==> config.mk <==
export PLATFORM = sky130hd
export DESIGN_NAME = multicycle_ctrl
export DESIGN_NICKNAME = d
export VERILOG_FILES = /design/src/rtl/mips_ctrl_pkg.sv /design/src/rtl/multicycle_ctrl.sv
export SDC_FILE = /design/constraint.sdc
export NUM_CORES = 1
export LEC_CHECK = 0
export ABC_AREA = 1
export BUFFER_PORTS_ARGS = -buffer_cell sky130_fd_sc_hd__buf_2
export CAP_MARGIN = 20
export CORE_MARGIN = 4
export CORE_UTILIZATION = 46
export DETAILED_ROUTE_END_ITERATION = 12
export PLACE_DENSITY_LB_ADDON = 0.1
export SLEW_MARGIN = 20
export SYNTH_ARGS = -nofsm -noshare
export SYNTH_HDL_FRONTEND = slang
export SYNTH_SLANG_ARGS = --single-unit
==> constraint.sdc <==
create_clock -name clk -period 3 [get_ports clk]
set_clock_uncertainty 0.05 [all_clocks]
set_input_delay 0 -clock clk [delete_from_list [all_inputs] [get_ports clk]]
set_output_delay 0 -clock clk [all_outputs]
set_load 0.02 [all_outputs]
==> src/rtl/mips_ctrl_pkg.sv <==
// Shared encodings for the multi-cycle MIPS control path.
// Holds the controller state encoding, the supported opcodes and the datapath
// mux select codes, so the controller and the datapath agree on one definition.
package mips_ctrl_pkg;

  typedef enum logic [3:0] {
    StFetch   = 4'd0,
    StDecode  = 4'd1,
    StMemAddr = 4'd2,
    StMemRd   = 4'd3,
    StMemWb   = 4'd4,
    StMemWr   = 4'd5,
    StRExec   = 4'd6,
    StRWb     = 4'd7,
    StBranch  = 4'd8,
    StIExec   = 4'd9,
    StIWb     = 4'd10,
    StJump    = 4'd11,
    StJal     = 4'd12
  } state_e;

  // Opcodes (IR[31:26])
  localparam logic [5:0] OP_RTYPE = 6'h00;
  localparam logic [5:0] OP_LW    = 6'h23;
  localparam logic [5:0] OP_SW    = 6'h2B;
  localparam logic [5:0] OP_BEQ   = 6'h04;
  localparam logic [5:0] OP_BNE   = 6'h05;
  localparam logic [5:0] OP_ADDI  = 6'h08;
  localparam logic [5:0] OP_ORI   = 6'h0D;
  localparam logic [5:0] OP_J     = 6'h02;
  localparam logic [5:0] OP_JAL   = 6'h03;

  // Register destination select
  localparam logic [1:0] REG_DST_RT = 2'b00;
  localparam logic [1:0] REG_DST_RD = 2'b01;
  localparam logic [1:0] REG_DST_RA = 2'b10;

  // Write-back data select
  localparam logic [1:0] M2R_ALUOUT = 2'b00;
  localparam logic [1:0] M2R_MDR    = 2'b01;
  localparam logic [1:0] M2R_PC     = 2'b10;

  // ALU B operand select
  localparam logic [2:0] ALUB_B       = 3'b000;
  localparam logic [2:0] ALUB_FOUR    = 3'b001;
  localparam logic [2:0] ALUB_SEXT    = 3'b010;
  localparam logic [2:0] ALUB_SEXT_SH = 3'b011;
  localparam logic [2:0] ALUB_ZEXT    = 3'b100;

  // ALU operation select
  localparam logic [1:0] ALUOP_ADD   = 2'b00;
  localparam logic [1:0] ALUOP_SUB   = 2'b01;
  localparam logic [1:0] ALUOP_FUNCT = 2'b10;
  localparam logic [1:0] ALUOP_OR    = 2'b11;

  // PC source select
  localparam logic [1:0] PCSRC_ALU    = 2'b00;
  localparam logic [1:0] PCSRC_ALUOUT = 2'b01;
  localparam logic [1:0] PCSRC_JUMP   = 2'b10;

  function automatic logic op_is_legal(input logic [5:0] op);
    case (op)
      OP_RTYPE, OP_LW, OP_SW, OP_BEQ, OP_BNE,
      OP_ADDI, OP_ORI, OP_J, OP_JAL: return 1'b1;
      default:                       return 1'b0;
    endcase
  endfunction

endpackage

==> src/rtl/multicycle_ctrl.sv <==
// Main control FSM for the multi-cycle MIPS datapath.
// Ports:
//   clk, rst (sync, active high)  - clock and reset
//   op                            - IR[31:26], valid from DECODE onward
//   mem_ready                     - memory completes the current access
//   pc_write, pc_write_cond, branch_ne, iord, mem_read, mem_write, ir_write,
//   reg_write                     - datapath enables / qualifiers
//   reg_dst, mem_to_reg, alu_src_a, alu_src_b, alu_op, pc_src
//                                 - datapath mux selects
//   illegal_op, instr_done, state - status and debug
module multicycle_ctrl
  import mips_ctrl_pkg::*;
(
  input  logic       clk,
  input  logic       rst,
  input  logic [5:0] op,
  input  logic       mem_ready,
  output logic       pc_write,
  output logic       pc_write_cond,
  output logic       branch_ne,
  output logic       iord,
  output logic       mem_read,
  output logic       mem_write,
  output logic       ir_write,
  output logic       reg_write,
  output logic [1:0] reg_dst,
  output logic [1:0] mem_to_reg,
  output logic       alu_src_a,
  output logic [2:0] alu_src_b,
  output logic [1:0] alu_op,
  output logic [1:0] pc_src,
  output logic       illegal_op,
  output logic       instr_done,
  output logic [3:0] state
);

  state_e state_q, state_d;

  always_ff @(posedge clk) begin
    if (rst) state_q <= StFetch;
    else     state_q <= state_d;
  end

  assign state = state_q;

  always_comb begin
    state_d = state_q;
    case (state_q)
      StFetch:   if (mem_ready) state_d = StDecode;
      StDecode: begin
        case (op)
          OP_RTYPE:      state_d = StRExec;
          OP_LW, OP_SW:  state_d = StMemAddr;
          OP_BEQ, OP_BNE: state_d = StBranch;
          OP_ADDI, OP_ORI: state_d = StIExec;
          OP_J:          state_d = StJump;
          OP_JAL:        state_d = StJal;
          default:       state_d = StFetch;
        endcase
      end
      StMemAddr: state_d = (op == OP_LW) ? StMemRd : StMemWr;
      StMemRd:   if (mem_ready) state_d = StMemWb;
      StMemWr:   if (mem_ready) state_d = StFetch;
      StRExec:   state_d = StRWb;
      StIExec:   state_d = StIWb;
      StMemWb, StRWb, StBranch, StIWb, StJump, StJal: state_d = StFetch;
      default:   state_d = StFetch;
    endcase
  end

  always_comb begin
    pc_write      = 1'b0;
    pc_write_cond = 1'b0;
    branch_ne     = 1'b0;
    iord          = 1'b0;
    mem_read      = 1'b0;
    mem_write     = 1'b0;
    ir_write      = 1'b0;
    reg_write     = 1'b0;
    reg_dst       = REG_DST_RT;
    mem_to_reg    = M2R_ALUOUT;
    alu_src_a     = 1'b0;
    alu_src_b     = ALUB_B;
    alu_op        = ALUOP_ADD;
    pc_src        = PCSRC_ALU;
    illegal_op    = 1'b0;
    instr_done    = 1'b0;
    case (state_q)
      StFetch: begin
        mem_read  = 1'b1;
        alu_src_b = ALUB_FOUR;
        // PC+4 and IR load only on the cycle the fetch actually completes
        ir_write  = mem_ready;
        pc_write  = mem_ready;
      end
      StDecode: begin
        alu_src_b  = ALUB_SEXT_SH;
        illegal_op = ~op_is_legal(op);
        instr_done = ~op_is_legal(op);
      end
      StMemAddr: begin
        alu_src_a = 1'b1;
        alu_src_b = ALUB_SEXT;
      end
      StMemRd: begin
        mem_read = 1'b1;
        iord     = 1'b1;
      end
      StMemWb: begin
        mem_to_reg = M2R_MDR;
        reg_write  = 1'b1;
        instr_done = 1'b1;
      end
      StMemWr: begin
        mem_write  = 1'b1;
        iord       = 1'b1;
        instr_done = mem_ready;
      end
      StRExec: begin
        alu_src_a = 1'b1;
        alu_op    = ALUOP_FUNCT;
      end
      StRWb: begin
        reg_dst    = REG_DST_RD;
        reg_write  = 1'b1;
        instr_done = 1'b1;
      end
      StBranch: begin
        alu_src_a     = 1'b1;
        alu_op        = ALUOP_SUB;
        pc_src        = PCSRC_ALUOUT;
        pc_write_cond = 1'b1;
        branch_ne     = (op == OP_BNE);
        instr_done    = 1'b1;
      end
      StIExec: begin
        alu_src_a = 1'b1;
        if (op == OP_ADDI) begin
          alu_src_b = ALUB_SEXT;
          alu_op    = ALUOP_ADD;
        end else if (op == OP_ORI) begin
          alu_src_b = ALUB_ZEXT;
          alu_op    = ALUOP_OR;
        end
      end
      StIWb: begin
        reg_write  = 1'b1;
        instr_done = 1'b1;
      end
      StJump: begin
        pc_src     = PCSRC_JUMP;
        pc_write   = 1'b1;
        instr_done = 1'b1;
      end
      StJal: begin
        // Register file latches the already-incremented PC on this same edge
        pc_src     = PCSRC_JUMP;
        pc_write   = 1'b1;
        reg_dst    = REG_DST_RA;
        mem_to_reg = M2R_PC;
        reg_write  = 1'b1;
        instr_done = 1'b1;
      end
      default: ;
    endcase
    // Reset squashes every side effect, whatever state is being abandoned
    if (rst) begin
      pc_write      = 1'b0;
      pc_write_cond = 1'b0;
      ir_write      = 1'b0;
      reg_write     = 1'b0;
      mem_read      = 1'b0;
      mem_write     = 1'b0;
    end
  end

endmodule

* Word level (Yosys, flattened, before mapping)
Index checks and enable logic that the tools add are counted.
Operators by class: eq/ne operators 23, mux-type cells 34, bitwise logic cells 1, reductions and logical operators 13
Operators by type and width (number):
- $pmux W4 S7 | 1
- $pmux W4 S6 | 1
- $eq A4 B4 Y1 const B | 5
- $mux W1 | 17
- $eq A4 B3 Y1 const B | 4
- $eq A6 B2 Y1 const B | 2
- $eq A6 B3 Y1 const B | 2
- $eq A6 B4 Y1 const B | 2
- $eq A6 B6 Y1 const B | 2
- $mux W4 | 3
- $pmux W2 S2 | 3
- $pmux W3 S4 | 1
- $reduce_or A2 Y1 | 6
- $mux W3 | 3
- $reduce_or A9 Y1 | 1
- $eq A4 B2 Y1 const B | 2
- $reduce_or A4 Y1 | 2
- $logic_not A6 Y1 | 1
- $ne A2 B2 Y1 const B | 3
- $pmux W2 S3 | 1
- $reduce_or A6 Y1 | 1
- $eq A4 B1 Y1 const B | 1
- $logic_not A4 Y1 | 1
- $mux W2 | 2
- other kinds (4) | 4
Word-level totals: register bits after elaboration 4, bits of input ports 9, output and inout port bits 26, logic and storage cells 72

* Logic depth before layout (Yosys ltp)
Gate-level depths: netlist (run 1).
depth after elaboration 6, depth in mapped cells 9, gate-level depth less buffers 9

* Least setup slack after synthesis (run 1)
No wires, ideal clock.
path kind reg-to-output, start point register state_q[3], in the netlist state[3], end point output pc_write_cond, arrival 1.495 ns, data required time 2.950 ns, slack 1.455 ns, stages on the path, launching flop included 7, path buffers 0, cells stage by stage dfxtp_1 inv_2 nor2_2 inv_1 nor2_2 inv_1 nor2_1
On the way: cells in the longest elaborated chain, start to end 3
Ends and longest elaborated chain:
- from (decl) | RTL line multicycle_ctrl.sv:37 | state_e state_q, state_d;
- from (signal assigned) | RTL line multicycle_ctrl.sv:40 | if (rst) state_q <= StFetch;
- from (signal assigned) | RTL line multicycle_ctrl.sv:41 | else state_q <= state_d;
- $eq A4 B4 Y1 | RTL line multicycle_ctrl.sv:88 | case (state_q)
- $mux W1 | RTL line multicycle_ctrl.sv:88
- $mux W1 | RTL line multicycle_ctrl.sv:167 | if (rst) begin
- to (decl) | RTL line multicycle_ctrl.sv:19 | output logic pc_write_cond,
No other way between the ends.

* Worst setup path after layout (run 1)
start point register state_q[1], in the netlist state[1], end point output instr_done
On the way: cells in the longest elaborated chain, start to end 3, elaborated cells on any way between the ends 10, those cells by class eq/ne: 8; mux: 1; reduce/logical: 1
Ends and longest elaborated chain:
- $eq A4 B4 Y1 or $eq A4 B3 Y1 (tied branches) | RTL line multicycle_ctrl.sv:88
- $reduce_or A6 Y1 (no source line)
- $pmux W1 S3 * | RTL line multicycle_ctrl.sv:88
- to (decl) | RTL line multicycle_ctrl.sv:33 | output logic instr_done,
Every way passes the cells marked *; elsewhere a longest branch is shown, timed or not.

==> results of run 1 <==
## worst paths after layout
kind	from	endpoint	depth (start not counted)
worst max-delay path	state[1]	instr_done	6
worst min-delay path	rst	state[0]	2
worst max register to register	state[0]	state[1]	9
worst min register to register	state[0]	state[2]	4
## synthesized netlist by cell type (all sizes together)
master   n
nand2   33
inv     26
nor2    24
nand3   13
a21oi    7
dfxtp    4
o21ai    3
buf      2
nand4    2
o211ai   2
o22ai    2
a31oi    1
nand3b   1
nor3     1
## critical path, cell delays in order (launching register included)
cell and delay, ns:
dfxtp_1 0.38, nor2_1 0.26, inv_1 0.12, o22ai_1 0.23, nor2_1 0.09, nand2_1 0.07, buf_2 0.15
## power by group through the flow
stage	clock (mW)	combinational [mW]	sequential (mW)
finish	0.0671	0.0754	0.0582
global route	0.0737	0.0843	0.0583
CTS	0.0688	0.0756	0.0581
detailed placement	0	0.0754	0.0589
global placement	0	0.0747	0.0588
floorplan	0	0.0486	0.0608
## metrics by stage
stage / hold slack [ns] / util
after floorplan: 0.0973 / -
after global placement: 0.253 / 0.624
after detailed placement: 0.265 / 0.624
after CTS: 0.0141 / 0.642
after global routing: 0.0376 / 0.642
final: 0.0197 / 0.642
## per-layer routing
layer,track usage,wire length [µm],up-vias
met5,0,0,-
met4,0.0351,9,0
met3,0.0239,113,2
met2,0.312,803,27
met1,0.266,862,379
li1,-,-,449
## cell families (layout without fill, tap and decap cells)
family                 Yosys count  after routing  synth area share
buffers and inverters           28             63             0.174
DFF                              4              4             0.128
and+or+nand+nor                 74             74             0.563
AOI/OAI and AO/OA               15             15             0.134
## cell type report
type                    instances  area share
well taps                      15      0.0228
multi-input cells              89       0.528
flip-flops and latches          4      0.0971
inverters                      26       0.118
clock buffers                   3      0.0273
repair buffers                 34       0.206
==> results.ini, run 1 <==
[finish]
seqCellArea_um2=80.1
largest_reg_flops=4
diodes=0
multi_input_area_um2=435
final_common_cell=buf_2
nets=167
mostFrequentLayoutCells=34 x buf_2, 29 x nand2_1, 24 x inv_1, 15 x nor2_1, 13 x nand3_1
fin_cells=171
design_area_um2=825
drive_gt1_frac=0.333
area_delta_synth_final_pct=32.1
fillers=135

[critical_path]
cp_max_fo=7
cp_data_arrival_time_ns=1.54
critPathLaunchType=register
cp.required_ns=2.95
crit_type=register to primary output
end_kind=primary output
ff2ff_setup_slack_ns=1.67

[power]
peakVddDrop_mv=0.277
power.switching_uw=76.3
cellLeakagePower_nw=0.573
power_frac_seq=0.290
clock_power_share=0.334
switching_share=0.380
powerDensity_nw_per_um2=244
p_int_uw=125
power.total_uw=201
power_frac_comb=0.376

[global_routing]
gr-total-overflow=0
antenna_found_initial=0
grt_pass1_wl_um=2910
grt_max_degree=10
track_usage=0.190
grt_pass1_vias=737

[synthesis]
synthTopCellsByArea=nand2_1 17%, inv_1 14%, dfxtp_1 13%
syn_inst=121
ys.warnings.count=0
netlist.area_leader.share=0.174
syn_nets=130
synth_area_leader_cell=nand2_1
ys_seq_area_frac=0.128
syn_area_per_cell_um2=5.16
netlist_area_um2=624
synth-seq-cells=4
synth_cell_types=20

[placed_design]
post-place-ws_ns=1.66
place.gp.congestion=0.831
dp.cells=168
place_area_um2=802
io_buffers=34
place_hpwl_um=1530

[sta]
finalHoldViolCount=0
min_period_ns=1.59
worst_pin_slew_ns=0.304
tns_ns=0
finalWorstSetupSlack_ns=1.41
drv_slew=0
setup_violations=0
rsz0062_at_grt=false
fmax_mhz=628
slew_headroom=0.797
min_period_over_period=0.531

[die]
die_h_um=44.8
core_area_um2=1280
ioPinCount=35
start_util=0.486
die_area_um2=2010
num_rows=13
die_w_um=44.8

[cts]
postCtsHoldBufs=0
numCtsBuffers=3
h-tree-depth=1
cts.sink_count=4
cts.clk_slew.worst_paths_ns=0.04
cts.path.max_buffers=2
post_cts_buffers=0
cts_tree=yes
cts_resized=0
clockRootBuffer=clkbuf_4
clock_latency_ns=0.23

[routing]
drc=0
viasPerCell=5.01
ant_nets=0
via_count=857
drt_iter0_markers=22
wl_um=1790
wl_per_cell_um=10.5
dr.pass1.iters=4

[hold_path]
hp-class=primary input to register

[job]
max_cap_violations=0

[status]
status=completed

Note: power is estimated with default switching activity, not from simulation.
==> inputs of run 2 (changes only) <==
- CORE_UTILIZATION: 46 -> 39
- clock period: 3 -> 1.38 ns (I/O delays scaled with it)
==> results.ini, run 2 (same netlist as run 1, synthesis figures left out) <==
[sta]
tns_ns=0
fmax_mhz=725
drv_slew=0
slew_headroom=0.822
finalHoldViolCount=0
hold_slack_ns=0.0160
worst_pin_slew_ns=0.266
rsz0062_at_grt=true
min_period_ns=1.38
setup_violations=0
min_period_over_period=0.999
finalWorstSetupSlack_ns=0.00135

[cts]
cts.path.max_buffers=2
h-tree-depth=1
cts_tree=yes
numCtsBuffers=3
cts.sink_count=4
clockRootBuffer=clkbuf_4
clock_latency_ns=0.23
cts.clk_slew.worst_paths_ns=0.04
postCtsHoldBufs=0

[die]
die_w_um=48.0
core_area_um2=1510
ioPinCount=35
die_h_um=48.0
start_util=0.414
num_rows=14
die_area_um2=2300

[power]
power.total_uw=469
switching_share=0.376
power.switching_uw=177
clock_power_share=0.291
p_int_uw=293
cellLeakagePower_nw=0.627
peakVddDrop_mv=0.460
power_frac_seq=0.269
power_frac_comb=0.440
powerDensity_nw_per_um2=467

[placed_design]
post-place-ws_ns=0.0231
io_buffers=34
place_hpwl_um=1560
dp.cells=169
place.gp.congestion=0.856
place_area_um2=823

[finish]
fin_util=0.668
fin_cells=179
nets=174
final_common_cell=nand2_1
diodes=0
mostFrequentLayoutCells=25 x nand2_1, 24 x buf_2, 18 x inv_1, 13 x nand3_1
largest_reg_flops=4
design_area_um2=1010
area_delta_synth_final_pct=61.1
drive_gt1_frac=0.485

[hold_path]
hp-class=primary input to register

[critical_path]
ff2ff_setup_slack_ns=0.12
cp_max_fo=5
cp.buffers_inverters=2
critPathLaunchType=register
cp.required_ns=1.33
cpPeakStageDelay_ns=0.39
slowest_stage=dfxtp_4
end_kind=primary output
cp_data_arrival_time_ns=1.33
cp_cell_sequence=inv_4 -> nor2_4 -> nand2_2 -> o22ai_2 -> nor2_1 -> nand2_1 -> buf_6
cp_top_family=simple AND/OR/NAND/NOR gates
crit_type=register to primary output

[routing]
top_layer_used=met3
wl_met3_um=162
drc=0
viasPerCell=4.88
wl_per_cell_um=11.0
drt_iter0_markers=32
route.met2.wl_um=884
via_count=874
dr.pass1.iters=4
wl_um=1970
drt-met1-wl_um=922
ant_nets=0

[global_routing]
grt_pass1_vias=628
track_usage=0.166
gr-total-overflow=0
antenna_found_initial=0
grt_max_degree=10
grt_pass1_wl_um=2710

[job]
max_cap_violations=0

[status]
status=completed

-- run 2: cell types whose count changed in the layout (fill, tap and decap cells not counted), moves of 3 or more --
cell / delta
buf_4: +12
buf_2: -10
inv_1: -6
buf_6: +5
nor2_4: +5
dfxtp_1: -4
dfxtp_4: +4
inv_2: +4
nand2_1: -4
nand2_2: +3
nor2_1: -3
-- run 2: final cells by class --
class                      count  area, µm²
clock buffer                   3       22.5
sequential                     4       95.1
tap                           16       20.0
fill                         138        500
timing repair buffer          41        267
multi-input combinational     89        499
inverter                      26        103
-- run 2: final timing paths --
kind	from	to	depth (start not counted)
worst max-delay path	state[0]	instr_done	7
worst min-delay path	rst	state[0]	2
worst max register to register	state[2]	state[1]	9
worst min register to register	state[3]	state[2]	3
-- run 2: power by group through the flow --
stage | Clock (mW) | Sequential, mW | Combinational (mW)
global route | 0.154 | 0.127 | 0.227
finish | 0.137 | 0.126 | 0.207
detailed placement | 0 | 0.128 | 0.168
CTS | 0.145 | 0.124 | 0.181
floorplan | 0 | 0.132 | 0.109
global placement | 0 | 0.128 | 0.169
-- run 2: repair_timing --
item                       4_1_cts  5_1_grt
cloned                           0        0
pin swaps                        2        9
setup buffers                    0        7
setup endpoints to repair       13       11
gates resized for setup         19       22
-- run 2: worst register-to-register path, cell delays in order (launching register included) --
cell,delay (ns)
dfxtp_4,0.37
inv_4,0.08
nor2_4,0.05
buf_4,0.13
nand2_2,0.10
nand2_1,0.06
a31oi_1,0.14
nand3_1,0.08
nand2_1,0.07
inv_1,0.04
-- run 2: per-layer routing --
layer / GRT usage / vias up
met5: 0 / -
met4: 0.0161 / 0
met3: 0.0414 / 0
met2: 0.235 / 29
met1: 0.258 / 384
li1: - / 461
==> inputs of run 3 (changes only) <==
- CAP_MARGIN: 20 -> 15
- MAX_ROUTING_LAYER: unset -> met4
==> results.ini, run 3 (same netlist as run 1, synthesis figures left out) <==
[status]
status=completed

[finish]
largest_reg_flops=4
final_common_cell=nand2_1
mostFrequentLayoutCells=25 x nand2_1, 24 x buf_2, 18 x inv_1, 13 x nand3_1
area_delta_synth_final_pct=61.1
drive_gt1_frac=0.485
nets=174
diodes=0
design_area_um2=1010
fin_cells=179

[sta]
slew_headroom=0.823
rsz0062_at_grt=true
worst_pin_slew_ns=0.266
setup_violations=0
fmax_mhz=725
min_period_ns=1.38
tns_ns=0
min_period_over_period=0.999
finalHoldViolCount=0
drv_slew=0

[routing]
viasPerCell=4.88
wl_per_cell_um=11.0
wl_um=1970
drt_iter0_markers=32
wl_met3_um=136
ant_nets=0
top_layer_used=met3
via_count=873
drt-met1-wl_um=949
drc=0
route.met2.wl_um=886
dr.pass1.iters=4

[critical_path]
r2r_start=state[2]
cp_cell_sequence=inv_4 -> nor2_4 -> nand2_2 -> o22ai_2 -> nor2_1 -> nand2_1 -> buf_6
cp_top_family=simple AND/OR/NAND/NOR gates
crit_type=register to primary output
cp.required_ns=1.33
end_kind=primary output
critical_path_cell_count=7
r2r_end=state[1]
cpPeakStageDelay_ns=0.39
cp_max_fo=5
slowest_stage=dfxtp_4
cp.buffers_inverters=2
ff2ff_setup_slack_ns=0.12
critPathLaunchType=register
reg2reg_depth=9
cp_data_arrival_time_ns=1.33

[global_routing]
grt_max_degree=10
grt_pass1_wl_um=2710
antenna_found_initial=0
gr-total-overflow=0
grt_pass1_vias=624
track_usage=0.171

[placed_design]
io_buffers=34
place_area_um2=823
dp.cells=169
place.gp.congestion=0.870
place_hpwl_um=1560

[cts]
clockRootBuffer=clkbuf_4
cts.clk_slew.worst_paths_ns=0.04
h-tree-depth=1
postCtsHoldBufs=0
cts.path.max_buffers=2
cts.sink_count=4
clock_latency_ns=0.23
numCtsBuffers=3
cts_tree=yes

[hold_path]
hp-class=primary input to register
whs_endpoint=state[0]
min_from=rst
min_path_cells=2

[power]
cellLeakagePower_nw=0.627
power.total_uw=470
powerDensity_nw_per_um2=467
peakVddDrop_mv=0.460

[die]
die_area_um2=2300
start_util=0.414
ioPinCount=35
num_rows=14
core_area_um2=1510
die_h_um=48.0
die_w_um=48.0

[job]
max_cap_violations=0

[run 3: final cells by class]
type / instances / area (µm²)
Sequential cell: 4 / 95.1
Tap cell: 16 / 20.0
Timing Repair Buffer: 41 / 267
Multi-Input combinational cell: 89 / 499
Fill cell: 138 / 500
Clock buffer: 3 / 22.5
Inverter: 26 / 103
[run 3: power by group]
part           internal, mW  leakage [nW]  switching (mW)
sequential            0.116        0.0355          0.0103
clock                0.0967        0.0138          0.0399
combinational        0.0804         0.578           0.127
total                 0.293         0.627           0.177
[run 3: how the worst max path moves through the flow]
stage	start	endpoint
CTS	state[0]	instr_done
global route	state[0]	instr_done
global placement	state[1]	reg_write
floorplan	state[0]	state[1]
detailed placement	state[1]	reg_write
finish	state[0]	instr_done
[run 3: routing by layer]
metal / GRT usage / up-vias
met2: 0.235 / 27
met3: 0.0338 / 0
met1: 0.263 / 385
li1: - / 461
met4: 0.0161 / 0
met5: - / -
[run 3: what timing repair did]
item / in CTS / in global routing
setup endpoints to repair: 13 / 11
cloned: 0 / 0
pin swaps: 2 / 9
endpoints found under the hold margin: 0 / 0
setup buffers: 0 / 7
gates resized for setup: 19 / 22
[run 3: stage by stage]
stage,setup WS [ns],utilization,hold slack [ns]
after floorplan,0.0405,-,0.0878
after global placement,-0.00701,0.547,0.269
after detailed placement,0.0231,0.547,0.264
after CTS,-0.00220,0.593,0.0106
after global routing,-0.0936,0.668,0.0389
final,0.000789,0.668,0.0158
